<file path="src/rtl/vga_patt_pkg.sv">
// Shared pattern indices, request/state encodings and the wrap-around step helper
// for the 240p test-pattern sequencer.
package vga_patt_pkg;

    localparam int unsigned PATT_W = 4;

    localparam logic [PATT_W-1:0] PATT_IRE_0   = 4'd0;
    localparam logic [PATT_W-1:0] PATT_IRE_10  = 4'd1;
    localparam logic [PATT_W-1:0] PATT_IRE_20  = 4'd2;
    localparam logic [PATT_W-1:0] PATT_IRE_30  = 4'd3;
    localparam logic [PATT_W-1:0] PATT_IRE_40  = 4'd4;
    localparam logic [PATT_W-1:0] PATT_IRE_50  = 4'd5;
    localparam logic [PATT_W-1:0] PATT_IRE_60  = 4'd6;
    localparam logic [PATT_W-1:0] PATT_IRE_70  = 4'd7;
    localparam logic [PATT_W-1:0] PATT_IRE_80  = 4'd8;
    localparam logic [PATT_W-1:0] PATT_IRE_90  = 4'd9;
    localparam logic [PATT_W-1:0] PATT_IRE_100 = 4'd10;
    localparam logic [PATT_W-1:0] PATT_RED     = 4'd11;
    localparam logic [PATT_W-1:0] PATT_GRN     = 4'd12;
    localparam logic [PATT_W-1:0] PATT_BLU     = 4'd13;
    localparam logic [PATT_W-1:0] PATT_WHT     = 4'd14;
    localparam logic [PATT_W-1:0] PATT_SMPTE   = 4'd15;

    typedef enum logic [1:0] {
        REQ_NONE = 2'd0,
        REQ_NEXT = 2'd1,
        REQ_PREV = 2'd2
    } seq_req_t;

    typedef enum logic {
        S_MANUAL = 1'b0,
        S_AUTO   = 1'b1
    } seq_state_t;

    // Steps one position forward or back, wrapping within 0..last.
    function automatic logic [PATT_W-1:0] patt_step(
        input logic [PATT_W-1:0] cur,
        input logic              fwd,
        input logic [PATT_W-1:0] last
    );
        if (fwd) begin
            return (cur >= last) ? '0 : cur + 1'b1;
        end else begin
            return (cur == '0) ? last : cur - 1'b1;
        end
    endfunction

endpackage

</file>
<file path="src/rtl/btn_debounce.sv">
// Debouncer for an already-synchronised button level: the output follows the
// input only after DEBOUNCE_CYC consecutive samples that differ from it.
module btn_debounce #(
    parameter int unsigned DEBOUNCE_CYC = 33750
) (
    input  logic pclk,
    input  logic reset_n,
    input  logic sync_i,
    output logic stable_o
);

    localparam int unsigned    CNT_W    = (DEBOUNCE_CYC > 1) ? $clog2(DEBOUNCE_CYC) : 1;
    localparam logic [CNT_W-1:0] CNT_LAST = CNT_W'(DEBOUNCE_CYC - 1);

    logic             stable_q, stable_d;
    logic [CNT_W-1:0] cnt_q, cnt_d;

    always_comb begin
        stable_d = stable_q;
        cnt_d    = cnt_q;
        if (sync_i == stable_q) begin
            cnt_d = '0;
        end else if (cnt_q == CNT_LAST) begin
            stable_d = sync_i;
            cnt_d    = '0;
        end else begin
            cnt_d = cnt_q + 1'b1;
        end
    end

    always_ff @(posedge pclk or negedge reset_n) begin
        if (!reset_n) begin
            stable_q <= 1'b0;
            cnt_q    <= '0;
        end else begin
            stable_q <= stable_d;
            cnt_q    <= cnt_d;
        end
    end

    assign stable_o = stable_q;

endmodule

</file>
<file path="src/rtl/vga_pattern_sequencer.sv">
// Frame-synchronous pattern selector for the 240p test-pattern generator: manual
// next/prev plus auto-cycle. Define PATT_SEQ_DEBOUNCE_EN to debounce the buttons.
module vga_pattern_sequencer
    import vga_patt_pkg::*;
#(
    parameter int unsigned NUM_PATT     = 16,
    parameter int unsigned RESET_PATT   = 15,
    parameter int unsigned DWELL_W      = 8,
    parameter int unsigned DEBOUNCE_CYC = 33750
) (
    input  logic               pclk,
    input  logic               reset_n,
    input  logic               vblank,
    input  logic               btn_next,
    input  logic               btn_prev,
    input  logic               auto_en,
    input  logic [DWELL_W-1:0] dwell_frames,
    output logic [PATT_W-1:0]  patt_select,
    output logic               patt_changed,
    output logic               frame_tick
);

    localparam logic [PATT_W-1:0] PATT_LAST = PATT_W'(NUM_PATT - 1);
    localparam logic [PATT_W-1:0] PATT_RST  = PATT_W'(RESET_PATT);

    // ------------------------------------------------------------------
    // Button synchronisers, optional debounce, rising-edge detection
    // ------------------------------------------------------------------
    logic [1:0] next_sync_q, prev_sync_q;
    logic       next_clean, prev_clean;
    logic       next_lvl_q, prev_lvl_q;
    logic       next_press, prev_press;

`ifdef PATT_SEQ_DEBOUNCE_EN
    btn_debounce #(
        .DEBOUNCE_CYC (DEBOUNCE_CYC)
    ) u_deb_next (
        .pclk     (pclk),
        .reset_n  (reset_n),
        .sync_i   (next_sync_q[1]),
        .stable_o (next_clean)
    );

    btn_debounce #(
        .DEBOUNCE_CYC (DEBOUNCE_CYC)
    ) u_deb_prev (
        .pclk     (pclk),
        .reset_n  (reset_n),
        .sync_i   (prev_sync_q[1]),
        .stable_o (prev_clean)
    );
`else
    assign next_clean = next_sync_q[1];
    assign prev_clean = prev_sync_q[1];
`endif

    assign next_press = next_clean & ~next_lvl_q;
    assign prev_press = prev_clean & ~prev_lvl_q;

    // ------------------------------------------------------------------
    // Frame boundary
    // ------------------------------------------------------------------
    logic vblank_d_q;
    logic frame_edge;

    assign frame_edge = vblank & ~vblank_d_q;

    // ------------------------------------------------------------------
    // Request, dwell and mode state
    // ------------------------------------------------------------------
    seq_req_t           req_q, req_d;
    seq_state_t         state_q, state_d;
    logic [DWELL_W-1:0] dwell_q, dwell_d;
    logic [DWELL_W-1:0] dwell_limit;
    logic [PATT_W-1:0]  patt_q, patt_d;
    logic               patt_changed_q;
    logic               frame_tick_q;

    // A dwell of zero frames behaves like one frame.
    assign dwell_limit = (dwell_frames == '0) ? '0 : dwell_frames - 1'b1;

    // NOTE: every variable gets a default at the top of the block so no path
    // leaves it unassigned, which would infer a latch.
    always_comb begin
        req_d   = req_q;
        patt_d  = patt_q;
        dwell_d = dwell_q;
        state_d = auto_en ? S_AUTO : S_MANUAL;

        if (frame_edge) begin
            if (req_q != REQ_NONE) begin
                patt_d  = patt_step(patt_q, req_q == REQ_NEXT, PATT_LAST);
                dwell_d = '0;
            end else if (state_q == S_AUTO && dwell_q >= dwell_limit) begin
                patt_d  = patt_step(patt_q, 1'b1, PATT_LAST);
                dwell_d = '0;
            end else if (state_q == S_AUTO && dwell_q != '1) begin
                dwell_d = dwell_q + 1'b1;
            end
            req_d = REQ_NONE;
        end

        // Presses coinciding with the edge land after the consume and wait a frame.
        if (next_press && prev_press) begin
            req_d = REQ_NONE;
        end else if (next_press) begin
            req_d = REQ_NEXT;
        end else if (prev_press) begin
            req_d = REQ_PREV;
        end

        if (state_d != state_q) begin
            dwell_d = '0;
        end
    end

    // NOTE: state is updated only with non-blocking assignments so every flop
    // samples the pre-edge values regardless of statement order.
    always_ff @(posedge pclk or negedge reset_n) begin
        if (!reset_n) begin
            next_sync_q    <= '0;
            prev_sync_q    <= '0;
            next_lvl_q     <= 1'b0;
            prev_lvl_q     <= 1'b0;
            vblank_d_q     <= 1'b0;
            req_q          <= REQ_NONE;
            state_q        <= S_MANUAL;
            dwell_q        <= '0;
            patt_q         <= PATT_RST;
            patt_changed_q <= 1'b0;
            frame_tick_q   <= 1'b0;
        end else begin
            next_sync_q    <= {next_sync_q[0], btn_next};
            prev_sync_q    <= {prev_sync_q[0], btn_prev};
            next_lvl_q     <= next_clean;
            prev_lvl_q     <= prev_clean;
            vblank_d_q     <= vblank;
            req_q          <= req_d;
            state_q        <= state_d;
            dwell_q        <= dwell_d;
            patt_q         <= patt_d;
            patt_changed_q <= (patt_d != patt_q);
            frame_tick_q   <= frame_edge;
        end
    end

    assign patt_select  = patt_q;
    assign patt_changed = patt_changed_q;
    assign frame_tick   = frame_tick_q;

endmodule

</file>
<file path="config.mk">
export PLATFORM = sky130hd
export DESIGN_NAME = vga_pattern_sequencer
export DESIGN_NICKNAME = d
export VERILOG_FILES = /design/src/rtl/vga_patt_pkg.sv /design/src/rtl/btn_debounce.sv /design/src/rtl/vga_pattern_sequencer.sv
export SDC_FILE = /design/constraint.sdc
export NUM_CORES = 1
export LEC_CHECK = 0
export ABC_CLOCK_PERIOD_IN_PS = 2700
export CAP_MARGIN = 15
export CORE_MARGIN = 8
export CORE_UTILIZATION = 55
export CTS_BUF_LIST = sky130_fd_sc_hd__clkbuf_4 sky130_fd_sc_hd__clkbuf_8 sky130_fd_sc_hd__clkbuf_16
export DETAILED_ROUTE_END_ITERATION = 7
export PLACE_DENSITY = 0.8
export SETUP_SLACK_MARGIN = 0.02
export SKIP_LAST_GASP = 1
export SYNTH_ARGS = -nofsm -noshare
export SYNTH_HDL_FRONTEND = slang
export SYNTH_SLANG_ARGS = --single-unit
</file>
<file path="constraint.sdc">
create_clock -name pclk -period 2.7 [get_ports pclk]
set_input_delay 0.27 -clock pclk [delete_from_list [all_inputs] [get_ports pclk]]
set_output_delay 0.27 -clock pclk [all_outputs]
set_load 0.05 [all_outputs]
</file>
==> results of run 1 <==
==> state kept, by name, summed over array words and instances (netlist names) <==
signal	flops
req_q	2
next_lvl_q	1
dwell_q	8
prev_lvl_q	1
patt_select	4
frame_tick	1
vblank_d_q	1
prev_sync_q	2
next_sync_q	2
state_q	1
patt_changed	1
==> worst paths after layout <==
kind                                       end  cells past startpoint  slack (ps)
worst max-delay path                dwell_q[1]                     15         210
worst min-delay path            prev_sync_q[0]                      1         360
worst max register to register      dwell_q[1]                      8         460
worst min register to register  prev_sync_q[1]                      0         380
max in group asynchronous       patt_select[3]                      2        1510
min in group asynchronous       prev_sync_q[0]                      1         480
==> cells in the final DEF (no fill, tap or decap), types with 5 or more instances in the layout <==
cell,netlist,layout
a21oi_1,17,17
dfrtp_1,20,20
clkdlybuf4s50_1,0,13
nand2_1,15,15
ha_1,12,9
nor2b_1,7,6
o21ai_0,12,11
buf_4,1,16
nand3_1,5,5
inv_1,10,8
nor2_1,17,16
==> worst max-delay path, delay by kind of cell <==
kind / cells / cell delay (ps)
compound gates: 3 / 530
simple gates: 7 / 1290
buf+inv: 3 / 330
fa+ha+maj: 2 / 330
==> routing by layer <==
| metal | track usage [%] | vias to the layer above | routed length [um] |
|---|---|---|---|
| met2 | 33.47 | 68 | 2498 |
| met3 | 2.929 | 23 | 208 |
| met5 | 0 | - | 0 |
| met1 | 19.59 | 795 | 1796 |
| met4 | 8.844 | 0 | 160 |
| li1 | - | 780 | - |
==> power by group <==
| group | switching, mW | leakage (nW) | internal [mW] | total [mW] |
|---|---|---|---|---|
| combinational | 0.319 | 0.668 | 0.222 | 0.541 |
| sequential | 0.0803 | 0.298 | 0.417 | 0.498 |
| clock | 0.114 | 0.0279 | 0.150 | 0.264 |
| total | 0.513 | 0.994 | 0.790 | 1.30 |
==> kinds of logic after synthesis <==
family / Yosys count / share of synthesized area, %
simple gates: 76 / 24.28
compound gates: 58 / 22.88
fa+ha+maj: 12 / 8.856
buf+inv: 19 / 5.092
xor+xnor: 5 / 2.583
mux: 1 / 0.5904
flops: 24 / 35.72
==> timing repair <==
item,4_1_cts,5_1_grt
pin swaps,7,8
gates resized for setup,5,16
gates cloned,0,0
endpoints found under the hold margin,0,0
setup buffers,1,0
setup endpoints to repair,13,13
==> layout make-up <==
class	count	area (sq um)	share of cell area (%)
Clock buffer	3	22.52	1.029
Clock inverter	1	30.03	1.371
Timing Repair Buffer	37	332.8	15.20
Tap cell	33	41.29	1.886
Inverter	11	41.29	1.886
Multi-Input combinational cell	152	1116	50.97
Sequential cell	24	605.6	27.66
==> reports/qor.csv, run 1 <==
metric,value,unit
status,completed,
Mapped Nets,221,
final std cells w/o fill,261,
most frequent cell after synthesis,dfrtp_1,
initial antenna violation count,0,
GR Overflow Total,0,
Critical Path Sink Type,flip-flop,
crit path DAT,2740,ps
row cnt,20,
n_diodes,0,
port bufs,19,
vias in the first global route,1674,
number of flops mapped to enable cells by yosys,0,
CP Data Required Time,2960,ps
maxcap violations,0,
share of cells above drive strength 1,22.37,%
die area,5115,sq um
Hold Slack,363.1,ps
cell count after placement,256,
CP Launch Type,input pin,
chip height,71.52,um
vias post-DR,1666,
maximum clock insertion buffer count,2,
Filler cells,219,
Tot GR Track Use,18.17,%
sequential-to-total area share from yosys stat,35.72,%
P_leak,0.9936,nW
Clock Tree Root,clkbuf_4,
Syn Area/Cell,8.694,sq um
Worst Hold Launch,btn_prev,
crit-path max FO,4,
Core ar.,3003,sq um
Post-DRT Antenna Nets,0,
Avg Vias per Cell,6.383,
utilization after layout,72.92,%
initial core utilization,56.46,%
CTS Buf Count,3,
Pre-Repair DR Iteration Count,4,
Nets,255,
Routed WL per cell,17.87,um
P&R area growth vs syn,29.15,%
Worst R2R Start,patt_select[0],
Synth Flop Type,dfrtp_1,
Fmax,0.4021,GHz
Pwr Total,1.303,mW
Slew Limit Fails,0,
final instance area,2190,sq um
"Reg clk slew, reported paths",130,ps
DR DRC count,0,
final worst path period need,2487,ps
CP peak stage delay,400,ps
cells along the critical path,clkbuf_2 -> inv_2 -> ha_4 -> nor2b_4 -> nand3b_1 -> or3_4 -> and2_4 -> ha_4 -> nand2b_4 -> a2111oi_4 -> o22ai_2 -> nor3_2 -> nand2_1 -> buf_6 -> o22ai_2,
largest net degree at the start of global routing,24,
slew margin rel.,32.48,%
Max VDD drop,387.2,uV
routability cong.,0.8895,
post-route clock skew,1.607,ps
ys async rst share,100.0,%
min-delay worst type,in2reg,
HPWL after detailed placement,3449,um
PwrDens,595.0,nW/um^2
CTS sink count,24,
Placed Area,2072,sq um
RSZ-0062 raised after global routing,false,
"Warnings, synthesis",0,
Hold Fails Final Rpt,0,
cts hold-fix bufs,0,
CTS tree,built,
Mapped Area,1695,sq um
Crit Path Class,in2reg,
Netlist cell types,52,
"top cells by area, synth","dfrtp_1 30%, ha_1 8.9%, dfstp_2 6.2%",
H-tree depth,1,
Worst-Skew Late Latency,320,ps
first-pass GRT wire length,7555,um
Worst Max-Slew Pin Slew,1010,ps
DP Worst Slack,-477.8,ps
setup TNS,0,ps
Critical path origin,dwell_frames[0],
post-synth top area share,29.52,%
synth cell count leaders,"20 x dfrtp_1, 17 x a21oi_1, 17 x nor2_1",
"FF+latch count, synth",24,
leading area contributor after synthesis,dfrtp_1,
Routed WL,4664,um
Die Wd,71.52,um
period utilisation layout,92.10,%
Cells after Synth,195,
worst setup margin,213.3,ps
count of final setup violators,0,
Crit-path slowest cell,or3_4,
IO Pins,20,
first-iteration detailed-routing DRC count,119,
(Power assumes the default switching activity.)
==> run 2: changes to the inputs <==
--- a/config.mk
+++ b/config.mk
@@ -8,10 +8,10 @@
 export ABC_CLOCK_PERIOD_IN_PS = 2700
 export CAP_MARGIN = 15
 export CORE_MARGIN = 8
-export CORE_UTILIZATION = 55
+export CORE_UTILIZATION = 35
 export CTS_BUF_LIST = sky130_fd_sc_hd__clkbuf_4 sky130_fd_sc_hd__clkbuf_8 sky130_fd_sc_hd__clkbuf_16
 export DETAILED_ROUTE_END_ITERATION = 7
-export PLACE_DENSITY = 0.8
+export PLACE_DENSITY = 0.55
 export SETUP_SLACK_MARGIN = 0.02
 export SKIP_LAST_GASP = 1
 export SYNTH_ARGS = -nofsm -noshare
==> reports/qor.csv, run 2 (synthesis results as in run 1) <==
metric,value,unit,change
largest net degree at the start of global routing,17,,-29%
Core ar.,4692,sq um,+56%
setup TNS,0,ps,unchanged
Avg Vias per Cell,5.566,,-13%
CP Launch Type,input pin,,
cell mode on critical path,o22ai_2,,
row cnt,25,,+25%
Fmax,0.3905,GHz,-2.9%
status,completed,,
"Reg clk slew, reported paths",80,ps,-50 ps
Critical Path Sink Type,flip-flop,,
maxcap violations,0,,unchanged
P&R area growth vs syn,34.61,%,
vias in the first global route,1636,,-2.3%
Hold Fails Final Rpt,0,,unchanged
Worst-Skew Late Latency,270,ps,-50 ps
area taken by multi-input logic gates,1139,sq um,+2.0%
H-tree depth,1,,unchanged
Critical path origin,dwell_frames[2],,
first-pass GRT wire length,7603,um,+0.64%
worst setup margin,139.2,ps,-74.17 ps
initial antenna violation count,0,,unchanged
count of final setup violators,0,,unchanged
routability cong.,0.8156,,-8.3%
GR Overflow Total,0,,unchanged
PwrDens,598.5,nW/um^2,+0.59%
Nets,259,,+1.6%
die area,7327,sq um,+43%
Pre-Repair DR Iteration Count,6,,+2
Clock Tree Root,clkbuf_8,,
slew margin rel.,60.36,%,+28 points
crit-path max FO,5,,+1
post-route clock skew,9.870,ps,+8.262 ps
DR DRC count,0,,unchanged
Crit Path Class,in2reg,,
CP Data Required Time,2890,ps,-70 ps
RSZ-0062 raised after global routing,false,,
Setup crit end,dwell_q[1],,
Reg2Reg Depth,8,,unchanged
cells along the critical path,dlygate4sd2_1 -> buf_6 -> nor2b_4 -> nand3b_1 -> or3_4 -> and2_4 -> ha_4 -> nand2b_4 -> a2111oi_4 -> o22ai_2 -> nor3_2 -> nand2_1 -> buf_4 -> o22ai_2,,
Max VDD drop,237.7,uV,-39%
cts hold-fix bufs,0,,unchanged
Routed WL,4393,um,-5.8%
final worst path period need,2561,ps,+74.17 ps
initial core utilization,36.13,%,-20 points
CTS tree,built,,
Slew Limit Fails,0,,unchanged
most frequent cells in the layout,"20 x dfrtp_1, 20 x buf_4, 16 x nor2_1",,
share of cells above drive strength 1,25.43,%,+3.1 points
Worst Max-Slew Pin Slew,586.4,ps,-423.3 ps
Biggest register,dwell_q,,
min-delay worst type,in2async,,
port bufs,19,,unchanged
maximum clock insertion buffer count,2,,unchanged
Seq. cell area,605.6,sq um,unchanged
HPWL after detailed placement,3299,um,-4.4%
vias post-DR,1592,,-4.4%
Routed WL per cell,15.36,um,-14%
CTS Buf Count,3,,unchanged
Worst R2R Start,patt_select[0],,
IO Pins,20,,unchanged
Crit-path slowest cell,or3_4,,
crit path DAT,2750,ps,about the same
n_diodes,0,,unchanged
Die Wd,85.60,um,+20%
CTS sink count,24,,unchanged
CP peak stage delay,410,ps,about the same
first-iteration detailed-routing DRC count,47,,-61%
Tot GR Track Use,12.48,%,-5.7 points
R2R Setup Slk,430,ps,-30 ps
Filler cells,448,,+100%
chip height,85.60,um,+20%
reg2reg end,dwell_q[1],,
period utilisation layout,94.85,%,+2.7 points
DP Worst Slack,-557.1,ps,-79.28 ps
P_leak,0.9895,nW,-0.42%
Post-DRT Antenna Nets,0,,unchanged
max reg flops,8,,unchanged
==> run 2: cell count changes in the layout (fill, tap and decap cells not counted), moves of 3 or more <==
cell,before,now
buf_4,16,20
dlymetal6s2s_1,4,0
a21oi_1,17,14
a21oi_2,0,3
clkbuf_4,3,0
clkbuf_8,0,3
dlygate4sd2_1,0,3
==> run 2: worst min path at each step <==
stage                         startpoint             end  slack (ps)  cells past startpoint
final                            reset_n  prev_sync_q[1]         330                      1
after global routing             reset_n  prev_sync_q[1]         350                      1
after CTS                        reset_n  next_sync_q[1]         330                      1
after detailed placement  next_sync_q[0]  next_sync_q[1]         340                      0
after global placement    prev_sync_q[0]  prev_sync_q[1]         340                      0
after floorplan                  reset_n      dwell_q[0]         -30                      0
==> run 2: layout make-up <==
type                            count  share of cell area [%]
Timing Repair Buffer               41                   15.68
Multi-Input combinational cell    152                   49.89
Clock inverter                      1                   1.316
Tap cell                           54                   2.961
Inverter                           11                   1.809
Sequential cell                    24                   26.54
Clock buffer                        3                   1.809
==> run 2: what timing repair did <==
action | in CTS | in global routing
cloned | 0 | 0
endpoints found under the setup margin | 13 | 12
resized for setup | 17 | 8
buffers inserted | 1 | 2
pin swaps | 12 | 6
==> run 2: critical path, delay by kind of cell <==
kind | cells | cell delay (ps)
AO/OA/AOI/OAI | 3 | 540
adder cells (fa/ha/maj) | 1 | 200
buffers and inverters | 3 | 530
AND/OR/NAND/NOR | 7 | 1210
==> run 2: metal layers <==
layer  wire [um]  vias up  GRT usage, %
met4          50        0         5.255
met3         120        5         1.146
met2        2153       31         20.80
met1        2069      770         16.00
met5           0        -             0
li1            -      786             -
==> run 2: power by group <==
group | internal, mW | switching [mW]
sequential | 0.417 | 0.0827
clock | 0.198 | 0.119
combinational | 0.229 | 0.320
==> run 2: metrics by stage <==
stage	area, sq um	power (mW)	hold WS (ps)	instances	util (%)
2_1_floorplan	1758	0.8807	-25.59	195	-
3_3_place_gp	2126	1.017	338.4	279	45.31
3_5_place_dp	2126	1.027	337.1	279	45.31
4_1_cts	2241	1.361	330.1	284	47.76
5_1_grt	2282	1.454	351.1	286	48.64
6_report	2282	1.366	325.8	286	48.64
==> run 3: changes to the inputs <==
--- a/config.mk
+++ b/config.mk
@@ -5,13 +5,13 @@
 export SDC_FILE = /design/constraint.sdc
 export NUM_CORES = 1
 export LEC_CHECK = 0
-export ABC_CLOCK_PERIOD_IN_PS = 2700
+export ABC_CLOCK_PERIOD_IN_PS = 2500
 export CAP_MARGIN = 15
 export CORE_MARGIN = 8
 export CORE_UTILIZATION = 35
 export CTS_BUF_LIST = sky130_fd_sc_hd__clkbuf_4 sky130_fd_sc_hd__clkbuf_8 sky130_fd_sc_hd__clkbuf_16
 export DETAILED_ROUTE_END_ITERATION = 7
-export PLACE_DENSITY = 0.55
+export PLACE_DENSITY = 0.62
 export SETUP_SLACK_MARGIN = 0.02
 export SKIP_LAST_GASP = 1
 export SYNTH_ARGS = -nofsm -noshare
==> constraint.sdc (replaced) <==
create_clock -name pclk -period 2.5 [get_ports pclk]
set_input_delay 0.25 -clock pclk [delete_from_list [all_inputs] [get_ports pclk]]
set_output_delay 0.25 -clock pclk [all_outputs]
set_load 0.05 [all_outputs]
==> reports/qor.csv, run 3 (synthesis results as in run 1) <==
metric,value,unit,change
min-delay worst type,in2async,,
Tot GR Track Use,11.59,%,-0.88 points
"commonest non-fill, non-tap cell in the layout",dfrtp_1,,
routability cong.,0.8150,,about the same
status,completed,,
period utilisation layout,98.43,%,
n_diodes,0,,unchanged
Pre-Repair DR Iteration Count,4,,-2
Die Wd,85.60,um,unchanged
Fmax,0.4064,GHz,
clock share of power,23.1,%,about the same
internal power,0.9179,mW,+8.7%
maximum clock insertion buffer count,2,,unchanged
Clock Tree Root,clkbuf_8,,
utilization after layout,48.64,%,unchanged
worst setup margin,39.25,ps,-99.91 ps
CP peak stage delay,430,ps,+20 ps
count of final setup violators,0,,unchanged
Nets,259,,unchanged
Avg Vias per Cell,5.388,,-3.2%
Filler cells,448,,unchanged
Routed WL per cell,14.30,um,-6.9%
die area,7327,sq um,unchanged
DR DRC count,0,,unchanged
CTS tree,built,,
slew margin rel.,62.74,%,+2.4 points
DP Worst Slack,-688.5,ps,-131.4 ps
port bufs,19,,unchanged
share of cells above drive strength 1,26.29,%,+0.86 points
largest net degree at the start of global routing,25,,+8
P_leak,0.9864,nW,-0.31%
"Reg clk slew, reported paths",90,ps,about the same
sw frac,37.58,%,-0.59 points
Top Family by Delay on Critical Path,simple AND/OR/NAND/NOR gates,,
IO Pins,20,,unchanged
Hold Slack,331.4,ps,+5.651 ps
top sig layer,met4,,
crit path DAT,2660,ps,-90 ps
max reg flops,8,,unchanged
CTS Buf Count,3,,unchanged
row cnt,25,,unchanged
first-iteration detailed-routing DRC count,109,,+130%
PwrDens,644.3,nW/um^2,+7.6%
GR Overflow Total,0,,unchanged
H-tree depth,1,,unchanged
post-route clock skew,2.348,ps,-7.522 ps
Hold Fails Final Rpt,0,,unchanged
Worst Max-Slew Pin Slew,551.2,ps,-35.20 ps
P&R area growth vs syn,34.61,%,unchanged
Max VDD drop,365.3,uV,+54%
final worst path period need,2461,ps,
crit-path max FO,6,,+1
final instance area,2282,sq um,unchanged
Crit Path Class,in2reg,,
Worst-Skew Late Latency,270,ps,about the same
met2 wire len,1906,um,-11%
vias post-DR,1541,,-3.2%
Slew Limit Fails,0,,unchanged
Critical Path Sink Type,flip-flop,,
cells along the critical path,buf_8 -> clkinv_4 -> ha_4 -> nor2b_4 -> nand3b_1 -> or3_4 -> and2_4 -> ha_4 -> nand2b_4 -> a2111oi_4 -> o22ai_2 -> nor3_2 -> nand2_1 -> buf_6 -> o22ai_2,,
WP buf/inv,3,,unchanged
RSZ-0062 raised after global routing,true,,
combinational share of power,40.5,%,+0.3 points
Crit-path slowest cell,or3_4,,
Post-DRT Antenna Nets,0,,unchanged
CP Data Required Time,2700,ps,-190 ps
Core ar.,4692,sq um,unchanged
Placed Area,2141,sq um,+0.71%
sw power,0.5525,mW,+6.0%
initial antenna violation count,0,,unchanged
chip height,85.60,um,unchanged
maxcap violations,0,,unchanged
met3 WL,93,um,-23%
initial core utilization,36.13,%,unchanged
first-pass GRT wire length,7065,um,-7.1%
Routed WL,4089,um,-6.9%
CP Launch Type,input pin,,
most frequent cells in the layout,"20 x dfrtp_1, 19 x buf_4, 15 x nor2_1, 15 x nand2_1, 13 x clkdlybuf4s50_1",,
Biggest register,dwell_q,,
vias in the first global route,1497,,-8.5%
HPWL after detailed placement,3017,um,-8.6%
CTS sink count,24,,unchanged
Metal-1 WL,2022,um,-2.3%
Seq pwr share,36.3,%,-0.3 points
run 3: changes by cell type in the layout (fill, tap and decap cells not counted), moves of 2 or more:
cell | before | now
inv_2 | 3 | 1
a21oi_2 | 3 | 5
o21ai_1 | 2 | 4
o21ai_0 | 11 | 9
buf_6 | 1 | 4
clkinv_4 | 0 | 2
a21oi_1 | 14 | 12
run 3: path summary, 6_finish.rpt:
check	from	end	slack [ps]	depth (start not counted)
worst max-delay path	dwell_frames[1]	dwell_q[1]	40	15
worst min-delay path	reset_n	prev_lvl_q	330	2
worst max register to register	patt_select[0]	dwell_q[1]	220	8
worst min register to register	next_sync_q[0]	next_sync_q[1]	360	0
max in group asynchronous	reset_n	patt_select[1]	1880	2
min in group pclk	next_sync_q[0]	next_sync_q[1]	360	0
run 3: cell type report:
class,instances,area (sq um),share of cell area [%]
multi-input combinational,152,1121,49.12
sequential,24,605.6,26.54
timing repair buffer,41,365.4,16.01
tap,54,67.56,2.961
inverter,11,51.30,2.248
clock buffer,3,41.29,1.809
clock inverter,1,30.03,1.316
run 3: per-layer routing:
| metal | GRT usage [%] | up-vias |
|---|---|---|
| met2 | 17.84 | 23 |
| li1 | - | 779 |
| met3 | 1.433 | 5 |
| met5 | 0 | - |
| met4 | 5.732 | 0 |
| met1 | 15.53 | 734 |
run 3: power by group through the flow:
| stage | combinational [mW] | clock, mW | sequential (mW) |
|---|---|---|---|
| after floorplan | 0.352 | 0 | 0.601 |
| after global placement | 0.576 | 0 | 0.543 |
| after detailed placement | 0.578 | 0 | 0.542 |
| after CTS | 0.586 | 0.353 | 0.535 |
| after global routing | 0.644 | 0.370 | 0.550 |
| final | 0.596 | 0.340 | 0.534 |
run 3: stage by stage:
| step | std cells | setup TNS [ps] | power, mW |
|---|---|---|---|
| detailed placement | 280 | -8242 | 1.120 |
| global route | 286 | -192.7 | 1.564 |
| finish | 286 | 0 | 1.470 |
| floorplan | 195 | -87.68 | 0.9533 |
| global placement | 280 | -7676 | 1.119 |
| CTS | 285 | 0 | 1.473 |
run 3: timing repair:
item	in CTS	in global routing
pin swaps	11	12
setup buffers	1	1
setup endpoints to repair	13	13
hold endpoints to repair	0	0
gates cloned	0	0
hold buffers	0	0
gates resized for setup	24	15
